==> src/rtl/brlwe_pkg.sv <==
// Shared constants and types for the BRLWE load path and decryption core.
package brlwe_pkg;

    localparam int N  = 256;
    localparam int QW = 8;
    localparam int AW = 8;

    typedef enum logic [1:0] {
        IDLE  = 2'd0,
        FILL  = 2'd1,
        ARMED = 2'd2,
        HOLD  = 2'd3
    } state_t;

    // One serial beat; field order matches the packed RAM word {r2, c1, c2}.
    typedef struct packed {
        logic          r2;
        logic [QW-1:0] c1;
        logic [QW-1:0] c2;
    } beat_t;

endpackage

==> src/rtl/brlwe_coef_ram.sv <==
// Single-write, registered-read coefficient array; the read register clears on reset
// so the consumer sees zeros until its first read.
module brlwe_coef_ram #(
    parameter int DEPTH = 256,
    parameter int AW    = 8,
    parameter int DW    = 17
) (
    input  logic          clk,
    input  logic          resetn,
    input  logic          we,
    input  logic [AW-1:0] waddr,
    input  logic [DW-1:0] wdata,
    input  logic          re,
    input  logic [AW-1:0] raddr,
    output logic [DW-1:0] rdata
);

    logic [DW-1:0] mem [DEPTH];

    always_ff @(posedge clk) begin
        if (we) begin
            mem[waddr] <= wdata;
        end
    end

    // A read that collides with a write returns the previous contents.
    always_ff @(posedge clk) begin
        if (!resetn) begin
            rdata <= '0;
        end else if (re) begin
            rdata <= mem[raddr];
        end
    end

endmodule

==> src/rtl/brlwe_load_rx.sv <==
// Core-side receiver for the BRLWE serial load protocol: buffers one frame,
// launches the datapath on start and holds the buffer until done.
module brlwe_load_rx #(
    parameter int N  = brlwe_pkg::N,
    parameter int QW = brlwe_pkg::QW,
    parameter int AW = brlwe_pkg::AW
) (
    input  logic          clk,
    input  logic          resetn,
    input  logic          load,
    input  logic          start,
    input  logic          r2_in,
    input  logic [QW-1:0] c1_in,
    input  logic [QW-1:0] c2_in,
    input  logic          rd_en,
    input  logic [AW-1:0] rd_addr,
    input  logic          done,
    input  logic          clr_err,
    output logic          rd_valid,
    output logic          rd_r2,
    output logic [QW-1:0] rd_c1,
    output logic [QW-1:0] rd_c2,
    output logic          go,
    output logic          full,
    output logic          busy,
    output logic          err_short,
    output logic          err_long,
    output logic          err_seq,
    output logic [15:0]   frame_cnt
);

    import brlwe_pkg::*;

    localparam int DW = 1 + 2*QW;

    state_t        state_q, state_d;
    logic [AW-1:0] wr_ptr_q, wr_ptr_d;
    logic          we;
    logic          cnt_inc;
    logic          ev_short, ev_long, ev_seq;
    logic          go_q, go_d;
    logic          rd_valid_q;
    logic          err_short_q, err_long_q, err_seq_q;
    logic [15:0]   frame_cnt_q;
    logic [DW-1:0] rd_word;

    always_comb begin
        state_d  = state_q;
        wr_ptr_d = wr_ptr_q;
        we       = 1'b0;
        cnt_inc  = 1'b0;
        ev_short = 1'b0;
        ev_long  = 1'b0;
        ev_seq   = 1'b0;
        case (state_q)
            IDLE: begin
                ev_seq = start;
                if (load) begin
                    we       = 1'b1;
                    wr_ptr_d = wr_ptr_q + AW'(1);
                    state_d  = FILL;
                end
            end
            FILL: begin
                if (load) begin
                    we       = 1'b1;
                    wr_ptr_d = wr_ptr_q + AW'(1);
                    if (wr_ptr_q == AW'(N-1)) begin
                        cnt_inc = 1'b1;
                        state_d = start ? HOLD : ARMED;
                    end else begin
                        ev_seq = start;
                    end
                end else begin
                    ev_short = 1'b1;
                    ev_seq   = start;
                    wr_ptr_d = '0;
                    state_d  = IDLE;
                end
            end
            ARMED: begin
                ev_long = load;
                if (start) begin
                    state_d = HOLD;
                end
            end
            HOLD: begin
                ev_long = load;
                ev_seq  = start;
                if (done) begin
                    wr_ptr_d = '0;
                    state_d  = IDLE;
                end
            end
            default: state_d = IDLE;
        endcase
        go_d = (state_d == HOLD) && (state_q != HOLD);
    end

    always_ff @(posedge clk) begin
        if (!resetn) begin
            state_q     <= IDLE;
            wr_ptr_q    <= '0;
            go_q        <= 1'b0;
            rd_valid_q  <= 1'b0;
            err_short_q <= 1'b0;
            err_long_q  <= 1'b0;
            err_seq_q   <= 1'b0;
            frame_cnt_q <= '0;
        end else begin
            state_q     <= state_d;
            wr_ptr_q    <= wr_ptr_d;
            go_q        <= go_d;
            rd_valid_q  <= rd_en;
            // A new event outranks a simultaneous clear.
            err_short_q <= ev_short | (err_short_q & ~clr_err);
            err_long_q  <= ev_long  | (err_long_q  & ~clr_err);
            err_seq_q   <= ev_seq   | (err_seq_q   & ~clr_err);
            if (cnt_inc) begin
                frame_cnt_q <= frame_cnt_q + 16'd1;
            end
        end
    end

    brlwe_coef_ram #(
        .DEPTH (N),
        .AW    (AW),
        .DW    (DW)
    ) u_ram (
        .clk    (clk),
        .resetn (resetn),
        .we     (we & resetn),
        .waddr  (wr_ptr_q),
        .wdata  ({r2_in, c1_in, c2_in}),
        .re     (rd_en),
        .raddr  (rd_addr),
        .rdata  (rd_word)
    );

    assign {rd_r2, rd_c1, rd_c2} = rd_word;
    assign rd_valid  = rd_valid_q;
    assign go        = go_q;
    assign full      = (state_q == ARMED) || (state_q == HOLD);
    assign busy      = (state_q != IDLE);
    assign err_short = err_short_q;
    assign err_long  = err_long_q;
    assign err_seq   = err_seq_q;
    assign frame_cnt = frame_cnt_q;

endmodule

==> config.mk <==
export PLATFORM = sky130hd
export DESIGN_NAME = brlwe_load_rx
export DESIGN_NICKNAME = d
export VERILOG_FILES = /design/src/rtl/brlwe_pkg.sv /design/src/rtl/brlwe_coef_ram.sv /design/src/rtl/brlwe_load_rx.sv
export SDC_FILE = /design/constraint.sdc
export NUM_CORES = 2
export LEC_CHECK = 0
export ABC_CLOCK_PERIOD_IN_PS = 6400
export BUFFER_PORTS_ARGS = -buffer_cell sky130_fd_sc_hd__clkbuf_2
export CORE_MARGIN = 4
export CORE_UTILIZATION = 35
export CTS_CLUSTER_DIAMETER = 200
export DETAILED_ROUTE_END_ITERATION = 10
export GPL_TIMING_DRIVEN = 0
export PLACE_DENSITY = 0.55
export SETUP_SLACK_MARGIN = 0.2
export SLEW_MARGIN = 5
export SYNTH_ARGS = -nofsm -noshare
export SYNTH_HDL_FRONTEND = slang
export SYNTH_HIERARCHICAL = 1
export SYNTH_MEMORY_MAX_BITS = 65536
export SYNTH_SLANG_ARGS = --single-unit
==> constraint.sdc <==
create_clock -name clk -period 6.4 [get_ports clk]
set_clock_uncertainty 0.05 [all_clocks]
set_input_delay 1.6 -clock clk [delete_from_list [all_inputs] [get_ports clk]]
set_output_delay 1.6 -clock clk [all_outputs]
set_load 0.01 [all_outputs]
## Word level (Yosys, flattened, before mapping)

Memories as Yosys holds them, arrays and structs flattened. A register that Yosys moved wholly into a read port is not among the register bits.
Index checks and enable logic that the tools add are counted.

| storage, ports and cells | value |
|---|---|
| register bits | 31 |
| bits in latches | 0 |
| memory bits (writable) | 4352 |
| ROM bits | 0 |
| input port bits | 32 |
| output and inout bits | 40 |
| logic and storage cells | 61 |
| memories | 1 |

| operators by class | value |
|---|---|
| $add $sub $neg | 2 |
| multiply operators | 0 |
| div/mod/pow operators | 0 |
| magnitude comparators | 0 |
| eq/ne operators | 8 |
| shifts and indexed selects | 0 |
| mux-type cells | 24 |
| bitwise gates (word level) | 8 |
| reductions and logical operators | 10 |

Memory list:

| memory | words | width | read ports | clocked after memory_dff | wr ports | line | RTL |
|---|---|---|---|---|---|---|---|
| u_ram.mem | 256 | 17 | 1 | 1 | 1 | brlwe_coef_ram.sv:18 | `logic [DW-1:0] mem [DEPTH];` |

Operators by type and width:

| kind | count |
|---|---|
| 8-bit two-way mux | 3 |
| 8-bit case mux with 3 select lines | 1 |
| 16-bit by 1-bit adder with 16-bit output, second input constant | 1 |
| 1-bit two-way mux | 13 |
| 2-bit two-way mux | 5 |
| 8-bit by 1-bit adder with 8-bit output, second input constant | 1 |
| 8-bit == test, second input constant | 1 |
| 2-bit case mux with 4 select lines | 1 |
| 2-bit == test, second input constant | 3 |
| 2-bit != test, second input constant | 3 |
| 2-bit OR reduction | 3 |
| 1-bit bitwise AND | 4 |
| 1-bit bitwise OR | 3 |
| 3-bit AND reduction | 1 |
| 3-bit nonzero test | 1 |
| 2-bit by 1-bit == test with 1-bit output, second input constant | 1 |
| 2-bit zero test | 1 |
| 1-bit case mux with 2 select lines | 1 |
| 2-bit nonzero test | 1 |
| 1-bit logical AND | 1 |
| 1-bit zero test | 1 |
| 1-bit logical OR | 1 |
| 1-bit inverter | 1 |

## Logic depth before layout (Yosys ltp)

| depth | value |
|---|---|
| depth in word-level cells | 6 |
| gate-level depth with buffers | 12 |

## By module

The synthesis kept the hierarchy.

By module, submodules not included:

| module | times used | cells an instance | area each (um2) | sequential area each (um2) |
|---|---|---|---|---|
| brlwe_coef_ram | 1 | 7891 | 168708.1 | 131025.7 |
| brlwe_load_rx | 1 | 182 | 1552.7 | 620.6 |

## Worst setup path before layout

OpenSTA, ideal clock, no wires.

| path | value |
|---|---|
| path type | input to register |
| start point | input port resetn |
| end point | memory u_ram.mem[104][0] (enable) |
| setup time | 0.390 ns |
| arrival | 3.712 ns |
| data required time | 5.960 ns |
| path slack | 2.247 ns |
| cell stages on the path | 8 |
| path buffers | 4 |
| cell sequence | inv_1 -> clkbuf_1 -> nor3_1 -> clkbuf_1 -> buf_1 -> nand3_1 -> clkbuf_1 -> nor2_1 |

| on the way | value |
|---|---|
| word-level cells in the longest chain between the ends | 3 |

RTL lines:

| element | line | RTL |
|---|---|---|
| start, declared | brlwe_load_rx.sv:9 | `input logic resetn,` |
| 1-bit bitwise AND | brlwe_load_rx.sv:132 | `.we (we & resetn),` |
| 1-bit two-way mux | brlwe_coef_ram.sv:21 | `if (we) begin` |
| 1-bit two-way mux (not written as such) | brlwe_coef_ram.sv:22 | `mem[waddr] <= wdata;` |
| end, declared | brlwe_coef_ram.sv:18 |  |

No other way between the ends.

==> results list <==
* Number of antenna violations at the first check in global routing: about 110
- Worst Slack Setup Final: -0.700 ns
- The placed instances occupy a cell area of between 0.15 and 0.2 mm².
- Data on the critical path arrives at its endpoint at around 8.0 ns.
* Pre-antenna DRT Iters: 8
- The critical path is of the input port to flop type.
- Summing all non-filler instances in the final layout gives an area of between 0.2 and 0.25 mm².
- From bottom edge to top edge, the die measures roughly 710 µm.
- Number of levels in the clock H-tree: 5
- Maximum number of pins on one net before global-route repair: 131
- Combinational power share: about 7.5%
- Averaged over all synthesized cells, the footprint is ~21 µm².
- At the pin with the least slew margin, the transition time is between 1.5 and 2 ns.
- Area growth from synthesis to layout: 18.2%
- Summing the areas of all fa, ha and maj instances in the mapped netlist gives 0.0514% of the synthesized area.
* Filler cells: ~42,000
- The worst pin sits at a relative slew slack of -32.9%.
- For this design the ratio of total power to cell area is ~310 mW/mm².
- Reported leakage power: about 63 nW
- Primary FF master, synth: sky130_fd_sc_hd__edfxtp_1
* FP Rows: between 200 and 300
- The worst setup path is launched from an input port.
- After detailed routing, the average wire length per cell comes to around 50 µm.
* DRC Markers: 0
* Capturing instance or port of the critical path: u_ram/rdata[0]$_SDFFE_PN0P_
- Clock slew at reported path FFs: roughly 0.050 ns
* Clock Path Buffers: 4
- Post-DR vias/cell: between 6 and 7
* Yosys warns: 6
- Counting flops and latches in the post-synthesis netlist gives 4,400.
- I/O pin count: 72
- Max Transition Viols Final: a little over 50
- In this run, synthesis inferred 4,352 flip-flops with an integrated enable.
- After Yosys synthesis, and, or, nand and nor cells account for ~2% of the synthesized area.
- Via count of the first global-routing pass: around 90,000
* Net switching share of the total power: between 20% and 30%
* Required time at the worst-slack endpoint: around 7.3 ns
* Setup violations, final: 8
- The first global-routing pass estimated between 900 and 1000 mm of wire.
- Area of the die: between 0.4 and 0.5 mm²
- Min-Delay Path Class: flop to flop
- Global routing used a little under a third of the available tracks across all layers.
- Synthesis instantiated 79 different standard cells from the library.
- Routability-driven placement finished with a final weighted congestion of 1.08.
* Number of buffers created by CTS: between 400 and 500
- IR analysis of the VDD net gives a maximum drop of 0.000246 V.
- After synthesis, flip-flops and latches occupy slightly below 80% of the total area.
- Measured along the x axis, the die boundary spans ~710 µm.
* F_max: roughly 140 MHz
* Root Buffer: sky130_fd_sc_hd__clkbuf_16
- Detailed router's first-iteration violation count: roughly 19,000
- The worst register-to-register path begins at state_q[0]$_SDFF_PN0_.
* Detailed Place HPWL: ~540 mm
* Launching instance or port of the critical path: rd_addr[1]
- The endpoint identified for the worst register-to-register timing path is u_ram/mem[229][4]$_DFFE_PP_.
- The synthesized netlist devotes 0.0309% of its cell area to XOR and XNOR gates.
- The worst path in the final design needs a cycle of 7.10 ns, including I/O delays and setup.
- The clock reaches the later pin of the worst-skew pair after 1.05 ns.
* Gate count after technology mapping: approximately 8,100
- Crit share post-route: 111%
- Total via count in the routed design: between 100k and 150k
- For this design, the sink count on the clock tree is 4,400.
- Core outline area: slightly below 0.5 mm²
* Synth async-reset ratio: 0%
- Cells fill a little over two fifths of the core in the end.
- Final net count: 8,902
- Complex-gate fraction of the synthesized area: 3.77%
- Number of buffers added on ports: 67
- Setup repair after global routing missed its margin: false
* Overall routed net length: about 790 mm
- In this run the power spent charging and discharging nets is 0.0152 W.
* Total Neg Setup Slack: -1.82 ns
- In this run the cell area of the synthesized design comes to between 0.15 and 0.2 mm².
- For this run the aggregate overflow at the end of global routing stands at 0.
- Multiplexer share of the synthesized area: about 15%
- Count of cells along the worst register-to-register path: 9
- The count of nets left with antenna violations once routing finished came out at 0.
- Total count of hold-check failures in the final report: 0
* TritonCTS clock tree: yes
* Sequential Power Share: between 50 and 60%
- Synthesized netlist net count: between 8,000 and 9,000
- Hold repair after CTS inserted 0 buffers.
* Layout cell share with drive strength beyond 1: approximately 27%
- MaxCap Viol Count: 13
* Effective utilization at floorplan: between 30% and 40%
* Share of power burned in the clock network: 42.0%
- By area, the combinational part of the netlist is dominated by multiplexers.
* Run status: finished, violations left
- Worst-path maximum fanout: 10
* Internal: between 0.04 and 0.05 W
- The worst setup path is captured at a flop.
- Critical hold path startpoint: err_short$_SDFF_PN0_
- Worst R2R Setup Slack: roughly 0.90 ns
- The checks that failed: max-capacitance violations, max-slew violations, negative setup slack.
[synth_stat cells (all sizes together), types with 54 or more instances]
| cell | count | area (µm²) |
|---|---|---|
| a21oi | 127 | 636 |
| a22oi | 129 | 968 |
| buf | 278 | 2600 |
| clkbuf | 201 | 754 |
| edfxtp | 4352 | 131000 |
| mux2 | 54 | 608 |
| mux2i | 667 | 6680 |
| mux4 | 790 | 17900 |
| nand2 | 156 | 588 |
| nand3 | 80 | 400 |
| nor2 | 310 | 1160 |
| o21ai | 97 | 485 |
| o221ai | 124 | 1120 |
| o22ai | 193 | 1210 |
[worst min-delay path by stage]
stage                                end  cells past startpoint
detailed placement  err_short$_SDFF_PN0_                      2
floorplan            err_long$_SDFF_PN0_                      2
global route        err_short$_SDFF_PN0_                      2
CTS                 err_short$_SDFF_PN0_                      2
global placement    err_short$_SDFF_PN0_                      2
finish              err_short$_SDFF_PN0_                      2
[power groups by stage]
| stage | Clock [W] | Sequential, W | Combinational [W] |
|---|---|---|---|
| 6_report | 0.0265 | 0.0318 | 0.00472 |
| 5_1_grt | 0.0278 | 0.0318 | 0.00458 |
| 4_1_cts | 0.0266 | 0.0318 | 0.00443 |
| 3_5_place_dp | 0 | 0.0324 | 0.00443 |
| 3_3_place_gp | 0 | 0.0326 | 0.00416 |
| 2_1_floorplan | 0 | 0.0324 | 0.00165 |
[cells in the final DEF (no fill, tap or decap), types with 27 or more instances in the layout]
cell type	instances
sky130_fd_sc_hd__nor2_2	58
sky130_fd_sc_hd__clkbuf_16	458
sky130_fd_sc_hd__nand4_1	48
sky130_fd_sc_hd__dfxtp_1	48
sky130_fd_sc_hd__o221ai_1	118
sky130_fd_sc_hd__bufinv_16	41
sky130_fd_sc_hd__clkinv_2	88
sky130_fd_sc_hd__nor3_1	40
sky130_fd_sc_hd__a21oi_1	125
sky130_fd_sc_hd__nor2_4	201
sky130_fd_sc_hd__clkinv_1	99
sky130_fd_sc_hd__nand3_1	80
sky130_fd_sc_hd__mux2_2	54
sky130_fd_sc_hd__buf_16	86
sky130_fd_sc_hd__buf_12	135
sky130_fd_sc_hd__clkbuf_1	200
sky130_fd_sc_hd__clkbuf_2	151
sky130_fd_sc_hd__diode_2	119
sky130_fd_sc_hd__o21ai_0	80
sky130_fd_sc_hd__o22ai_1	193
sky130_fd_sc_hd__buf_4	63
sky130_fd_sc_hd__a211oi_1	45
sky130_fd_sc_hd__clkbuf_8	27
sky130_fd_sc_hd__edfxtp_1	4352
sky130_fd_sc_hd__buf_6	76
sky130_fd_sc_hd__nand2_1	155
sky130_fd_sc_hd__mux2i_1	667
sky130_fd_sc_hd__a22oi_1	126
sky130_fd_sc_hd__buf_2	102
sky130_fd_sc_hd__buf_8	66
sky130_fd_sc_hd__mux4_2	764
sky130_fd_sc_hd__nor2_1	51
[per-stage QoR]
step	total power, W	setup slack, ns	hold slack (ns)	std cells
3_5_place_dp	0.0368	-1.16	0.432	14813
4_1_cts	0.0629	0.236	0.440	15655
6_report	0.0630	-0.700	0.438	15793
2_1_floorplan	0.0340	2.25	0.443	8073
3_3_place_gp	0.0368	-3.07	0.427	14565
5_1_grt	0.0642	0.111	0.472	15688
[flip-flops by register name, indices dropped and copies added, names as in the netlist]
signal	flops
rd_valid	1
go	1
err_long	1
state_q	2
u_ram/mem	4352
err_seq	1
frame_cnt	16
err_short	1
u_ram/rdata	17
wr_ptr_q	8
[kinds of logic after synthesis]
group | Yosys count
AO/OA/AOI/OAI | 905
multiplexers | 1511
XOR/XNOR | 6
adder cells (fa/ha/maj) | 7
flip-flops | 4400
AND/OR/NAND/NOR | 749
buffers and inverters | 495
[what timing repair did]
| action | CTS | global route |
|---|---|---|
| resized for setup | 4 | 3 |
| setup buffers | 0 | 16 |
| endpoints found under the setup margin | 4 | 279 |
| pin swaps | 0 | 14 |
[per-layer routing]
layer	part of all wire [%]	global-route usage [%]	vias to the layer above
li1	-	-	35836
met1	34	36.2	53630
met2	41	43.0	9046
met3	16	15.2	2215
met4	9.3	23.3	50
met5	0.29	2.59	-
[cell type report]
type | count | area, µm² | area share (%)
sequential | 4400 | 132000 | 65.4
multi-input combinational | 3178 | 37100 | 18.5
clock buffer | 566 | 12000 | 5.94
tap | 6425 | 8040 | 4.00
timing repair buffer | 334 | 5830 | 2.90
buffer | 479 | 3510 | 1.75
clock inverter | 276 | 2750 | 1.36
antenna | 119 | 298 | 0.148
inverter | 16 | 60.1 | 0.0298
[critical path: stages]
cell and delay [ns]:
sky130_fd_sc_hd__buf_2 0.34, sky130_fd_sc_hd__buf_4 0.47, sky130_fd_sc_hd__buf_2 0.59, sky130_fd_sc_hd__buf_2 0.91, sky130_fd_sc_hd__mux4_2 0.38, sky130_fd_sc_hd__mux2i_1 0.17
sky130_fd_sc_hd__o2111ai_1 1.62, sky130_fd_sc_hd__nand4_1 1.10, sky130_fd_sc_hd__o31a_1 0.58, sky130_fd_sc_hd__o31ai_1 0.07
(Power assumes the default switching activity.)
